$ cat config.mk
export PLATFORM = sky130hd
export DESIGN_NAME = add_pipe
export DESIGN_NICKNAME = d
export VERILOG_FILES = /design/src/rtl/add_pipe.sv
export SDC_FILE = /design/constraint.sdc
export NUM_CORES = 1
export LEC_CHECK = 0
export BUFFER_PORTS_ARGS = -buffer_cell sky130_fd_sc_hd__buf_2
export CORE_AREA = 3 3 40 42
export DETAILED_ROUTE_END_ITERATION = 7
export DIE_AREA = 0 0 43 45
export PLACE_DENSITY = 0.58
export RECOVER_POWER = 50
export SYNTH_ARGS = -nofsm -noshare
export SYNTH_HDL_FRONTEND = slang
export SYNTH_SLANG_ARGS = --single-unit
$ cat constraint.sdc
create_clock -name clk -period 1.6 [get_ports clk]
set_input_delay 0.32 -clock clk [delete_from_list [all_inputs] [get_ports clk]]
set_output_delay 0.32 -clock clk [all_outputs]
set_load 0.1 [all_outputs]
$ cat src/rtl/add_pipe.sv
// add_pipe: registered adder with sum, carry-out and signed overflow, LATENCY 1 or 2.
// Define ADD_PIPE_SAT_EN to saturate s to all ones on unsigned carry-out.
module add_pipe #(
    parameter int WIDTH   = 4,
    parameter int LATENCY = 1
) (
    input  logic             clk,
    input  logic             rst,
    input  logic             in_valid,
    input  logic [WIDTH-1:0] a,
    input  logic [WIDTH-1:0] b,
    input  logic             cin,
    output logic             out_valid,
    output logic [WIDTH-1:0] s,
    output logic             cout,
    output logic             ovf
);
    localparam int H = WIDTH / 2;

    logic [WIDTH:0]   full;
    logic             full_ovf;
    logic             full_v;
    logic [WIDTH-1:0] s_next;

    generate
        if (LATENCY == 1) begin : g_l1
            assign full     = {1'b0, a} + {1'b0, b} + {{WIDTH{1'b0}}, cin};
            assign full_ovf = (a[WIDTH-1] == b[WIDTH-1]) && (full[WIDTH-1] != a[WIDTH-1]);
            assign full_v   = in_valid;
        end else begin : g_l2
            logic [H-1:0] lo_q, ah_q, bh_q;
            logic         c_q, v_q;
            logic [H:0]   lo_sum, hi_sum;
            assign lo_sum = {1'b0, a[H-1:0]} + {1'b0, b[H-1:0]} + {{H{1'b0}}, cin};
            // operand halves load only on valid so idle X never reaches stage 2
            always_ff @(posedge clk) begin
                if (rst) begin
                    lo_q <= '0;
                    ah_q <= '0;
                    bh_q <= '0;
                    c_q  <= 1'b0;
                    v_q  <= 1'b0;
                end else begin
                    v_q <= in_valid;
                    if (in_valid) begin
                        lo_q <= lo_sum[H-1:0];
                        c_q  <= lo_sum[H];
                        ah_q <= a[WIDTH-1:H];
                        bh_q <= b[WIDTH-1:H];
                    end
                end
            end
            assign hi_sum   = {1'b0, ah_q} + {1'b0, bh_q} + {{H{1'b0}}, c_q};
            assign full     = {hi_sum, lo_q};
            assign full_ovf = (ah_q[H-1] == bh_q[H-1]) && (hi_sum[H-1] != ah_q[H-1]);
            assign full_v   = v_q;
        end
    endgenerate

`ifdef ADD_PIPE_SAT_EN
    assign s_next = full[WIDTH] ? '1 : full[WIDTH-1:0];
`else
    assign s_next = full[WIDTH-1:0];
`endif

    always_ff @(posedge clk) begin
        if (rst) begin
            out_valid <= 1'b0;
            s         <= '0;
            cout      <= 1'b0;
            ovf       <= 1'b0;
        end else begin
            out_valid <= full_v;
            if (full_v) begin
                s    <= s_next;
                cout <= full[WIDTH];
                ovf  <= full_ovf;
            end
        end
    end
endmodule

==> run summary <==
The path with the worst hold slack has its endpoint at s[2]. The number of input and output port buffers inserted was 18; the clock input transition at the sequential cells of the worst setup and hold paths was 0.06 ns. The die covers 1940 sq um. After detailed routing, the average wire length per cell comes to 10.8 microns.

Power per unit of standard cell area: 1030 nW/um^2. The tools report the number of standard-cell rows in the floorplan as 13. Summed over all nets, the switching power comes to 235 uW. Detailed placement ended at an HPWL of 712 microns. Setup repair after global routing left no endpoint under its margin. Net count of the finished layout: 84.

Between clock sinks in the finished design, the worst skew comes to 0 ns. In the final layout, flip-flops and latches occupy 140 sq um. For this run, the number of Yosys warnings is 0. The tools report the via count of the first global-routing pass as 328. The commonest cells after synthesis are sky130_fd_sc_hd__dfxtp_1 (7), sky130_fd_sc_hd__inv_1 (4), sky130_fd_sc_hd__nor2_1 (4).

The internal power contribution was 347 uW; the count of nets left with antenna violations after detail routing was 0. The kind of cell adding the most delay to the critical path is adder cells. The longest clock path from root to sink contains 2 buffers. The tools report the fraction of power consumed by combinational cells as 38.1%. The biggest area contributor in the post-synthesis netlist is sky130_fd_sc_hd__dfxtp_1. The data arrival at the endpoint of the critical path is 1.55 ns. The delay of the slowest critical-path stage is 0.43 ns, and the number of antenna repair diodes is 0.

The first global-routing pass estimated 1420 microns of wire. The largest net degree at the start of global routing came out at 14. Ranked by total cell area, the synthesized netlist is headed by sky130_fd_sc_hd__dfxtp_1 (34%), sky130_fd_sc_hd__fa_1 (9.6%), sky130_fd_sc_hd__ha_1 (9.0%). The tools report the endpoint class of the critical path as a flip-flop. The cell depth of the worst flop-to-flop path was 2; the number of instances on the worst hold path was 2. The count of flip-flops with a built-in enable after synthesis was 0. Pin placement for this block handled 19 I/O pins. Critical path's most frequent cell: sky130_fd_sc_hd__fa_1. The required time at the worst-slack endpoint is 1.77 ns, and the total clock buffers created by CTS is 3. The net switching fraction of the power was 40.3%; the worst slew slack as a fraction of its limit was 64.3%.

TritonCTS built the clock tree. The tools report the max-slew violation count as 0. Dividing the detail-routed via count by the number of cells gives 4.47. The worst setup path is of the primary input to flip-flop kind. At the placement stage, the worst setup path has a slack of -0.0767 ns. For the hold violation count in the final report, the log shows 0.

The initial antenna violation count was 0. The leakage power is 0.000274 uW. Post-synthesis register bit count: 7. In the final layout, the multi-input gates occupy 254 sq um. Of the cells placed in the final design, the portion with a size suffix greater than 1 is 36.4%. After detailed placement, the total cell area comes to 541 sq um.

Post-synthesis async set-or-reset flop share: 0%. The logs give 878 microns for the wire length after detailed routing and 10.5% for the global routing usage summed across all routing layers. Derived from the worst setup path, the maximum achievable clock frequency is 721 MHz. The buffer and inverter count on the worst path was 2. The worst register-to-register path ends at s[3]. Max-cap violations in this run came to 0. The run finished with clean final reports. The tools report the launch instance of the worst min-delay path as rst. The detailed router placed 362 vias in this run. In this run the standard cell core region covers 1280 sq um. The final critical path time including I/O delays and setup came out at 1.39 ns.

Each instance of the synthesized netlist takes up on average 9.72 sq um. The number of buffers inserted by hold repair at cts is 0, and the number of detailed-route iterations in the first pass is 4. Along the worst path, the maximum fanout reaches 2. In this run the horizontal extent of the chip is 43 microns.

The congestion estimate from routability-driven global placement came to 0.767. In the post-synthesis netlist, the cell with the most instances is sky130_fd_sc_hd__dfxtp_1. In this run the register-to-register setup slack is 0.66 ns. The tree is rooted in a sky130_fd_sc_hd__clkbuf_4. For this run, the leading register cell type out of synthesis is sky130_fd_sc_hd__dfxtp_1. The area growth from synthesis to layout works out to 35.0%. The path class of the lowest-slack min-delay path was primary input to flip-flop. For the pin with the worst max-slew slack, the measured transition is 0.537 ns. The signal on the critical path passes through clkbuf_1 > fa_1 > inv_1 > fa_1 > a211oi_1. Across the VDD grid, the largest voltage drop is 316 uV. Setup violations remaining at the end of the flow were counted as 0.

After layout, the worst setup slack is 0.212 ns. The critical path launch point type was a primary input. After synthesis, flip-flops and latches occupy 33.5% of the total area.

The number of nets in the synthesized netlist is 60. In this run, post-CTS repair resized a total of 0 instances. The distinct cell type count of the synthesized netlist was 24. The cell at the slowest stage of the critical path was sky130_fd_sc_hd__fa_1.

The y dimension of the die was 45 microns; the share of the synthesized area in the top cell type was 33.5%. Synthesis produced 43 cells. Reg-to-reg startpoint: s[3]. The clock network is responsible for 28.1% of the overall power. The tools report the synthesized area as 418 sq um. Sequential cells burn 33.8% of the power. The filler cells instantiated in the layout total 135. The clock network latency to the later pin of the worst-skew pair was 0.25 ns.

The H-tree depth is 1, and the post-route clock period utilization is 86.7%. The number of post-CTS setup repair buffers was 0; the starting DRC count in detailed routing was 9. The remaining routing DRC violations is 0.

The initial utilization of the core area, before any placement, comes to 32.5%. The logs give 0 for the overall overflow remaining after global route and 564 sq um for the post-layout instance area. CTS saw 7 sinks.
==> cell type report <==
type                    instances  share of cell area (%)
multi-input cells              30                    45.0
repair buffers                 21                    19.5
clock buffers                   4                    4.66
inverters                       4                    2.66
well taps                      15                    3.33
flip-flops and latches          7                    24.8
==> cell families after synthesis <==
family	count (synthesis)	share of synthesized area, %
XOR/XNOR	1	2.10
flip-flops	7	33.5
multiplexers	2	4.79
AND/OR/NAND/NOR	14	21.9
adder cells (fa/ha/maj)	5	18.6
AO/OA/AOI/OAI	8	13.5
buffers and inverters	6	5.69
==> worst register-to-register path: stages (launching register included) <==
cell	delay, ns
sky130_fd_sc_hd__dfxtp_1	0.32
sky130_fd_sc_hd__or3b_2	0.44
sky130_fd_sc_hd__o311ai_1	0.09
==> metrics by stage <==
stage | util, % | hold WS [ns] | instances | total power, uW | setup TNS (ns)
global placement | 42.1 | 0.466 | 77 | 423 | -0.163
detailed placement | 42.1 | 0.477 | 77 | 425 | -0.255
floorplan | - | 0.540 | 43 | 373 | 0
global route | 43.9 | 0.386 | 81 | 624 | 0
finish | 43.9 | 0.373 | 81 | 582 | 0
CTS | 44.1 | 0.364 | 81 | 595 | 0
==> metal layers <==
metal / part of all wire, % / GRT usage, % / wire length (microns) / vias up
li1: - / - / - / 197
met1: 47 / 12.9 / 410 / 158
met2: 51 / 16.2 / 444 / 7
met3: 2.6 / 2.39 / 23 / 0
met4: 0 / 7.23 / 0 / 0
met5: 0 / 0 / 0 / -
==> flip-flops by register name (all words and copies together) (netlist names) <==
signal	count
cout	1
out_valid	1
ovf	1
s	4
==> worst max path at each step <==
stage	endpoint	depth (start not counted)	start	slack (ns)
floorplan	s[3]	2	s[3]	0.009
global placement	ovf	6	a[0]	-0.05
detailed placement	s[1]	5	a[0]	-0.08
CTS	ovf	6	a[0]	0.19
global route	cout	7	a[0]	0.08
finish	s[1]	5	a[0]	0.21
==> power by group through the flow <==
stage	logic, uW	registers, uW	clock network, uW
floorplan	63.2	309	0
global placement	223	199	0
detailed placement	225	200	0
CTS	225	197	174
global route	239	198	187
finish	222	197	163
==> placed cells by master, fill, tap and decap left out, drive strengths merged <==
master / count
mux2i: 2
nand2: 1
o311ai: 1
inv: 4
dfxtp: 7
nand4bb: 1
nor2: 4
nor3b: 1
and3: 1
clkbuf: 10
nor2b: 2
or3b: 1
or2: 1
nor4b: 1
ha: 3
o21ai: 3
a21o: 1
buf: 15
fa: 2
o221ai: 1
xnor2: 1
nand2b: 1
a311oi: 1
a211oi: 1
Power figures use the tool's default switching activity.
